## src/rtl/ring_phase_monitor_if.sv

```systemverilog
`default_nettype none
// ============================================================================
//  Module   : ring_phase_monitor_if
//  Purpose  : Bundles the ring sample input, the counter clear and all status
//             outputs of ring_phase_monitor.
//  Ports    : none (signal bundle only)
//             master : drives ring_q/clr, observes the status outputs
//             slave  : the monitor side
//  Revision : 1.0 - initial release
// ============================================================================
interface ring_phase_monitor_if #(
  parameter int WIDTH = 3,
  parameter int REV_W = 8,
  parameter int ERR_W = 4
);
  localparam int IDX_W = (WIDTH > 1) ? $clog2(WIDTH) : 1;

  logic [WIDTH-1:0] ring_q;
  logic             clr;
  logic [IDX_W-1:0] phase_idx;
  logic             phase_valid;
  logic             locked;
  logic             rev_tick;
  logic [REV_W-1:0] rev_count;
  logic             err;
  logic [ERR_W-1:0] err_count;
  logic             resync_req;

  modport master (
    output ring_q, clr,
    input  phase_idx, phase_valid, locked, rev_tick, rev_count,
           err, err_count, resync_req
  );

  modport slave (
    input  ring_q, clr,
    output phase_idx, phase_valid, locked, rev_tick, rev_count,
           err, err_count, resync_req
  );
endinterface
`default_nettype wire

```

## src/rtl/ring_phase_monitor.sv

```systemverilog
`default_nettype none
// ============================================================================
//  Module   : ring_phase_monitor
//  Purpose  : Samples a one-hot ring counter every rising clk edge, decodes the
//             active phase, locks onto the right-rotating sequence, counts
//             revolutions and rotation errors, and requests a resync after an
//             error until the ring is seen back at its reset code.
//  Ports    : clk  - clock, rising edge
//             rst  - asynchronous active-low reset
//             mon  - ring_phase_monitor_if.slave
//                    in : ring_q, clr
//                    out: phase_idx, phase_valid, locked, rev_tick, rev_count,
//                         err, err_count, resync_req
//  Revision : 1.0 - initial release
// ============================================================================
module ring_phase_monitor #(
  parameter int WIDTH    = 3,
  parameter int REV_W    = 8,
  parameter int ERR_W    = 4,
  parameter int LOCK_CNT = 2
) (
  input  logic                  clk,
  input  logic                  rst,
  ring_phase_monitor_if.slave   mon
);
  localparam int IDX_W  = (WIDTH > 1) ? $clog2(WIDTH) : 1;
  localparam int GOOD_W = $clog2(LOCK_CNT + 1);

  typedef enum logic [1:0] {
    ST_SEEK   = 2'd0,
    ST_LOCKED = 2'd1,
    ST_ERROR  = 2'd2
  } state_t;

  state_t            state_q,       state_d;
  logic [WIDTH-1:0]  prev_q,        prev_d;
  logic [GOOD_W-1:0] good_cnt_q,    good_cnt_d;
  logic [IDX_W-1:0]  phase_idx_q,   phase_idx_d;
  logic              phase_valid_q, phase_valid_d;
  logic              locked_q,      locked_d;
  logic              rev_tick_q,    rev_tick_d;
  logic [REV_W-1:0]  rev_count_q,   rev_count_d;
  logic              err_q,         err_d;
  logic [ERR_W-1:0]  err_count_q,   err_count_d;
  logic              resync_req_q,  resync_req_d;

  logic              onehot;
  logic              legal;
  logic              at_reset_code;
  logic [IDX_W-1:0]  sample_idx;
  logic [WIDTH-1:0]  expected;

  always_comb begin
    // Single set bit: non-zero and clearing the lowest set bit leaves nothing.
    onehot     = (mon.ring_q != '0) && ((mon.ring_q & (mon.ring_q - WIDTH'(1))) == '0);
    sample_idx = '0;
    for (int i = 0; i < WIDTH; i++) begin
      if (mon.ring_q[i]) sample_idx = IDX_W'(i);
    end
    // Rotate-right successor of the previous sample; a zero or multi-hot
    // previous sample can never match a one-hot current sample.
    expected      = {prev_q[0], prev_q[WIDTH-1:1]};
    legal         = onehot && (mon.ring_q == expected);
    at_reset_code = onehot && mon.ring_q[WIDTH-1];
  end

  always_comb begin
    state_d       = state_q;
    prev_d        = mon.ring_q;
    good_cnt_d    = good_cnt_q;
    phase_idx_d   = onehot ? sample_idx : phase_idx_q;
    phase_valid_d = onehot;
    rev_tick_d    = 1'b0;
    rev_count_d   = rev_count_q;
    err_d         = 1'b0;
    err_count_d   = err_count_q;

    case (state_q)
      ST_SEEK: begin
        if (legal) begin
          if (good_cnt_q == GOOD_W'(LOCK_CNT - 1)) begin
            state_d    = ST_LOCKED;
            good_cnt_d = '0;
          end else begin
            good_cnt_d = good_cnt_q + GOOD_W'(1);
          end
        end else begin
          good_cnt_d = '0;
        end
      end
      ST_LOCKED: begin
        if (legal) begin
          if (mon.ring_q[WIDTH-1]) begin
            rev_tick_d  = 1'b1;
            rev_count_d = rev_count_q + REV_W'(1);
          end
        end else begin
          state_d = ST_ERROR;
          err_d   = 1'b1;
          if (err_count_q != '1) err_count_d = err_count_q + ERR_W'(1);
        end
      end
      ST_ERROR: begin
        if (at_reset_code) begin
          state_d    = ST_SEEK;
          good_cnt_d = '0;
        end
      end
      default: begin
        state_d    = ST_SEEK;
        good_cnt_d = '0;
      end
    endcase

    // Clear overrides any increment decided above.
    if (mon.clr) begin
      rev_count_d = '0;
      err_count_d = '0;
    end

    locked_d     = (state_d == ST_LOCKED);
    resync_req_d = (state_d == ST_ERROR);
  end

  always_ff @(posedge clk or negedge rst) begin
    if (!rst) begin
      state_q       <= ST_SEEK;
      prev_q        <= '0;
      good_cnt_q    <= '0;
      phase_idx_q   <= '0;
      phase_valid_q <= 1'b0;
      locked_q      <= 1'b0;
      rev_tick_q    <= 1'b0;
      rev_count_q   <= '0;
      err_q         <= 1'b0;
      err_count_q   <= '0;
      resync_req_q  <= 1'b0;
    end else begin
      state_q       <= state_d;
      prev_q        <= prev_d;
      good_cnt_q    <= good_cnt_d;
      phase_idx_q   <= phase_idx_d;
      phase_valid_q <= phase_valid_d;
      locked_q      <= locked_d;
      rev_tick_q    <= rev_tick_d;
      rev_count_q   <= rev_count_d;
      err_q         <= err_d;
      err_count_q   <= err_count_d;
      resync_req_q  <= resync_req_d;
    end
  end

  assign mon.phase_idx   = phase_idx_q;
  assign mon.phase_valid = phase_valid_q;
  assign mon.locked      = locked_q;
  assign mon.rev_tick    = rev_tick_q;
  assign mon.rev_count   = rev_count_q;
  assign mon.err         = err_q;
  assign mon.err_count   = err_count_q;
  assign mon.resync_req  = resync_req_q;

endmodule
`default_nettype wire

```

## src/flat_wrapper.sv

```systemverilog
// flat-port wrapper written by rule: the top's interface ports become plain ports
module ring_phase_monitor_flat 
#(
  parameter int WIDTH    = 3,
  parameter int REV_W    = 8,
  parameter int ERR_W    = 4,
  parameter int LOCK_CNT = 2
)
  (clk, rst, mon_ring_q, mon_clr, mon_phase_idx, mon_phase_valid, mon_locked, mon_rev_tick, mon_rev_count, mon_err, mon_err_count, mon_resync_req);
  ring_phase_monitor_if #(.WIDTH(WIDTH), .REV_W(REV_W), .ERR_W(ERR_W)) mon_i ();
  input  logic clk;
  input  logic rst;
  input wire logic [$bits(mon_i.ring_q)-1:0] mon_ring_q;
  input wire logic [$bits(mon_i.clr)-1:0] mon_clr;
  output wire logic [$bits(mon_i.phase_idx)-1:0] mon_phase_idx;
  output wire logic [$bits(mon_i.phase_valid)-1:0] mon_phase_valid;
  output wire logic [$bits(mon_i.locked)-1:0] mon_locked;
  output wire logic [$bits(mon_i.rev_tick)-1:0] mon_rev_tick;
  output wire logic [$bits(mon_i.rev_count)-1:0] mon_rev_count;
  output wire logic [$bits(mon_i.err)-1:0] mon_err;
  output wire logic [$bits(mon_i.err_count)-1:0] mon_err_count;
  output wire logic [$bits(mon_i.resync_req)-1:0] mon_resync_req;
  assign mon_i.ring_q = mon_ring_q;
  assign mon_i.clr = mon_clr;
  assign mon_phase_idx = mon_i.phase_idx;
  assign mon_phase_valid = mon_i.phase_valid;
  assign mon_locked = mon_i.locked;
  assign mon_rev_tick = mon_i.rev_tick;
  assign mon_rev_count = mon_i.rev_count;
  assign mon_err = mon_i.err;
  assign mon_err_count = mon_i.err_count;
  assign mon_resync_req = mon_i.resync_req;
  ring_phase_monitor #(.WIDTH(WIDTH), .REV_W(REV_W), .ERR_W(ERR_W), .LOCK_CNT(LOCK_CNT)) u_core (.clk(clk), .rst(rst), .mon(mon_i));
endmodule
```

## config.mk

```make
export PLATFORM = sky130hd
export DESIGN_NAME = ring_phase_monitor_flat
export DESIGN_NICKNAME = d
export VERILOG_FILES = /design/src/rtl/ring_phase_monitor_if.sv /design/src/rtl/ring_phase_monitor.sv /design/src/flat_wrapper.sv
export SDC_FILE = /design/constraint.sdc
export NUM_CORES = 1
export LEC_CHECK = 0
export ABC_CLOCK_PERIOD_IN_PS = 4000
export CAP_MARGIN = 30
export CELL_PAD_IN_SITES_DETAIL_PLACEMENT = 1
export CELL_PAD_IN_SITES_GLOBAL_PLACEMENT = 1
export CORE_ASPECT_RATIO = 1.4
export CORE_MARGIN = 1
export CORE_UTILIZATION = 41
export DETAILED_ROUTE_END_ITERATION = 10
export PLACE_DENSITY = 0.8
export SYNTH_ARGS = -nofsm -noshare
export SYNTH_HDL_FRONTEND = slang
export SYNTH_SLANG_ARGS = --single-unit
```

## constraint.sdc

```tcl
create_clock -name clk -period 4 [get_ports clk]
set_clock_uncertainty 0.2 [all_clocks]
set_input_delay 0.6 -clock clk [delete_from_list [all_inputs] [get_ports clk]]
set_output_delay 0.6 -clock clk [all_outputs]
set_load 0.01 [all_outputs]
```

# Word-level counts from Yosys, hierarchy flattened
# Cells that the tools add are included.
[classes]
add_sub_neg = 4
eq_ne = 9
muxes = 24
n_bitwise = 2
reduce_logical = 13
[op_table]
columns = ["cell", "count"]
rows = [
  ["8-bit two-way mux", 4],
  ["2-bit two-way mux", 8],
  ["4-bit two-way mux", 4],
  ["2-bit one-hot mux with 3 select lines", 2],
  ["8-bit by 1-bit adder with 8-bit output, second input constant", 1],
  ["2-bit nonzero test", 4],
  ["2-bit by 1-bit equality test with 1-bit output, second input constant", 3],
  ["1-bit two-way mux", 6],
  ["3-bit AND reduction", 2],
  ["4-bit by 1-bit adder with 4-bit output, second input constant", 1],
  ["2-bit equality test, second input constant", 2],
  ["4-bit != test, second input constant", 1],
  ["3-bit AND", 1],
  ["3-bit equality test", 1],
  ["1-bit logical AND", 3],
  ["3-bit logical NOT", 1],
  ["3-bit nonzero test", 1],
  ["3-bit by 1-bit subtractor with 3-bit output, second input constant", 1],
  ["2-bit by 1-bit adder with 2-bit output, second input constant", 1],
  ["2-bit logical NOT", 1],
  ["2-bit by 1-bit != test with 1-bit output, second input constant", 1],
  ["2-bit != test, second input constant", 1],
  ["2-bit AND reduction", 1],
  ["1-bit NOT", 1],
]
[totals]
reg_bits = 26
inputBits = 6
out_inout_bits = 19
word_cells = 63

# Depth between registers and ports, before layout
[depth]
depth_word = 8
ltp_mapped = 6
ltp_nobuf = 5

# Worst setup path before layout
# No wires, ideal clock.
[synth_timing]
kind = "input -> register"
start = "in mon_ring_q[1]"
end = "reg u_core.rev_count_q[7], in the netlist u_core.mon.rev_count[7]"
setup_ns = 0.132
arrival_time_ns = 1.734
t_required_ns = 3.668
path_slack_ns = 1.934
stages = 6
n_path_buf = 1
path_cell_list = "buf_6 and4bb_1 nor4b_4 nand4_1 xor2_1 nor2_1"
[synth_between]
elab_chain_len = 7
word_cells_on_any_way = 9
classes_between = "1 x add/sub; 1 x eq/ne; 1 x bitwise; 6 x reduce/logical"
[synth_rtl]
columns = ["element", "line", "text"]
rows = [
  ["start, declared", "flat_wrapper.sv:13", "input wire logic [$bits(mon_i.ring_q)-1:0] mon_ring_q;"],
  ["3-bit by 1-bit subtractor with 3-bit output", "ring_phase_monitor.sv:55", "onehot = (mon.ring_q != '0) && ((mon.ring_q & (mon.ring_q - WIDTH'(1))) == '0);"],
  ["3-bit AND", "ring_phase_monitor.sv:55", ""],
  ["3-bit logical NOT", "ring_phase_monitor.sv:55", ""],
  ["1-bit logical AND", "ring_phase_monitor.sv:55", ""],
  ["1-bit logical AND *", "ring_phase_monitor.sv:63", "legal = onehot && (mon.ring_q == expected);"],
  ["2-bit nonzero test (no line) *", "--", ""],
  ["3-bit AND reduction (no line) *", "--", ""],
  ["end signal, assigned", "ring_phase_monitor.sv:146", "rev_count_q <= rev_count_d;"],
  ["end, declared", "ring_phase_monitor.sv:42", "logic [REV_W-1:0] rev_count_q, rev_count_d;"],
]
# Every way passes the cells marked *; elsewhere a longest branch is shown, timed or not.
# A chain may end at the register's enable or synchronous reset.

# Final worst setup path
[layout_timing]
start = "in mon_ring_q[2]"
end = "reg u_core.rev_count_q[7], in the netlist u_core.mon.rev_count[7]"
[layout_between]
elab_chain_len = 7
word_cells_on_any_way = 10
classes_between = "1 x add/sub; 1 x eq/ne; 1 x bitwise; 7 x reduce/logical"
[layout_rtl]
columns = ["element", "line"]
rows = [
  ["3-bit by 1-bit subtractor with 3-bit output", "ring_phase_monitor.sv:55"],
  ["3-bit AND", "ring_phase_monitor.sv:55"],
  ["3-bit logical NOT", "ring_phase_monitor.sv:55"],
  ["1-bit logical AND", "ring_phase_monitor.sv:55"],
  ["1-bit logical AND", "ring_phase_monitor.sv:63"],
  ["2-bit nonzero test (no line)", "--"],
  ["3-bit AND reduction (no line) *", "--"],
]
# Marked as above.

==> impl_metrics.ini <==
[floorplanning]
dieArea_sq_mm = 0.003036
die_h_um = 64.80
rows = 22
start_util = 0.4370
ios = 25
die_x_um = 46.86
core_sq_mm = 0.002643

[run_status]
status = complete, no violations

[timing]
max-slew-margin-rel = 0.6244
drv_slew = 0
finalHoldViolCount = 0
clock.fmax_mhz = 401.2
fin_crit_sh = 0.6231
hold_slack_ns = 0.3358
rsz0062_at_grt = false
worst_slew_pin_slew_ns = 0.5611
period_needed_ns = 2.492
setup-tns-final_ns = 0
setup_viol = 0

[worst_setup_path]
cp-startpoint = mon_ring_q[2]
criticalPathCategory = input port to register
crit_path_end_kind = register
cp-start-kind = input port
crit_arrival_ns = 2.51
worstPathMaxFanout = 10
r2r_start = u_core.state_q[1]
worst_ep_required_time_ns = 4.02
r2r_slack_ns = 1.90

[placement]
dp_cells = 163
io_buffers = 24
dp_hpwl_um = 1909
gp_congestion = 0.7308

[synth]
syn-instance-count = 106
syn_avg_cell_area_sq_um = 10.89
synth_area_sq_mm = 0.001155
ys_seq_area_frac = 0.5634
ys_warn_count = 0
ys_ff_latch = 26
synth.net_count = 114
synth.distinct_cells = 31

[hold_path]
hold_path_class = register to register
worstHoldStart = u_core.good_cnt_q[1]

[clock_tree]
cts_resized = 0
clk_pin_slew_worst_paths_ns = 0.15
cts_root_buffer = clkbuf_4
numClockSinks = 26
hold_buffers = 0
htreeDepth = 1
cts_made_buffers = 3
cts_setup_buffers = 0
cts_tree = yes
cts_buffer_depth = 2
clkLatencyLatePin_ns = 0.33

[routing]
routedWlPerCell_um = 15.19
top_layer_used = met4
ant_nets = 0
dr_wl_met2_um = 1362
drtIter0Drc = 14
routed_wl_um = 2537
route.detailed.drc = 0
drt-met1-wl_um = 1059
via_per_inst = 5.234
num_vias = 874
met3_length_um = 71
drtPass1Iterations = 4

[run]
max_cap_violations = 0

[power]
total_power_mw = 0.4934
power_density_mw_per_mm2 = 334.8
irDropWorstVdd_mv = 0.2510
p_leak_nw = 0.6506

[cells_and_area]
area_growth_pct = 27.63
diodes = 0
layout.cells.most_common = dfrtp_1
layout.nets = 140
layout_common_cells = dfrtp_1 (26), clkdlybuf4s50_1 (24), nor2_1 (17)
fill_cells = 310
final_cells = 167
drive_above_1_share = 0.06107

[global_routing]
grt_pass1_wl_um = 4416
overflow = 0
antenna_found_initial = 0
grt_pass1_vias = 904
grt_usage = 0.2065
grt_max_degree = 27
## synthesized netlist by cell type
master / instances / share of area
o21ai_2: 1 / 0.0076
or2_2: 1 / 0.0054
nor2_1: 17 / 0.055
mux2i_1: 2 / 0.017
ha_1: 2 / 0.022
nor4_1: 1 / 0.0054
xor2_1: 7 / 0.053
buf_4: 1 / 0.0065
a31oi_1: 2 / 0.011
and2_1: 1 / 0.0054
clkbuf_1: 2 / 0.0065
nor3_1: 2 / 0.0087
nor4bb_1: 1 / 0.0087
nand3_1: 2 / 0.0087
and3_1: 2 / 0.011
nand4_1: 5 / 0.027
and4_1: 1 / 0.0076
a21boi_0: 1 / 0.0065
o21ai_0: 6 / 0.026
dfrtp_1: 26 / 0.56
or3_1: 2 / 0.011
xnor2_1: 3 / 0.023
inv_1: 3 / 0.0098
nand3b_1: 1 / 0.0065
a21oi_1: 4 / 0.017
buf_6: 1 / 0.0098
nand2_1: 5 / 0.016
and4bb_1: 1 / 0.011
o32ai_1: 1 / 0.0076
nand2b_1: 1 / 0.0054
nor4b_4: 1 / 0.021
## critical path, cell delays in order
cell	delay [ns]
clkdlybuf4s50_1	0.66
and4bb_1	0.30
nor4b_4	0.50
nand4_1	0.20
xor2_1	0.19
nor2_1	0.05
## path summary, 6_finish.rpt
| check | end | cells past startpoint |
|---|---|---|
| worst max-delay path | u_core.mon.rev_count[7] | 6 |
| worst min-delay path | u_core.good_cnt_q[1] | 2 |
| worst max register to register | u_core.mon.rev_count[7] | 5 |
| worst min register to register | u_core.good_cnt_q[1] | 2 |
| max in group asynchronous | u_core.mon.phase_valid | 2 |
| min in group asynchronous | u_core.state_q[0] | 2 |
## report_power, final
part	internal [mW]	switching, mW
Sequential	0.269	0.00477
Clock	0.101	0.0804
Combinational	0.0173	0.0205
## layer usage
layer | vias up | track usage
met5 | - | 0
met4 | 0 | 0.08571
met3 | 4 | 0.03343
met2 | 18 | 0.3472
met1 | 435 | 0.2500
li1 | 417 | -
## state kept, by name, summed over array words and instances (netlist names), 2 cells and up
| name | count |
|---|---|
| u_core.good_cnt_q | 2 |
| u_core.state_q | 2 |
| u_core.mon.err_count | 4 |
| u_core.mon.phase_idx | 2 |
| u_core.mon.rev_count | 8 |
| u_core.prev_q | 3 |
## final cells by class
type / instances / area, sq um / share of cell area
inverter: 3 / 11.26 / 0.007640
clock inverter: 1 / 30.03 / 0.02037
multi-input combinational: 73 / 466.7 / 0.3166
timing repair buffer: 25 / 247.7 / 0.1681
clock buffer: 3 / 22.52 / 0.01528
tap: 36 / 45.04 / 0.03056
sequential: 26 / 650.6 / 0.4414
## stage by stage
stage	util	worst slack (ns)	area [sq um]
floorplan	-	1.934	1155
global placement	0.5379	1.297	1421
detailed placement	0.5379	1.146	1421
CTS	0.5578	1.506	1474
global route	0.5578	1.363	1474
finish	0.5578	1.508	1474
## logic make-up (layout without fill, tap and decap cells)
family,Yosys count,count (layout),share of synthesized area
AOI/OAI and AO/OA,15,15,0.07584
buffers and inverters,7,32,0.03251
xor gates and xnor gates,10,10,0.07584
DFF,26,26,0.5634
muxes,2,2,0.01734
adders and majority gates,2,2,0.02167
and+or+nand+nor,44,44,0.2134
Power figures use the tool's default switching activity.
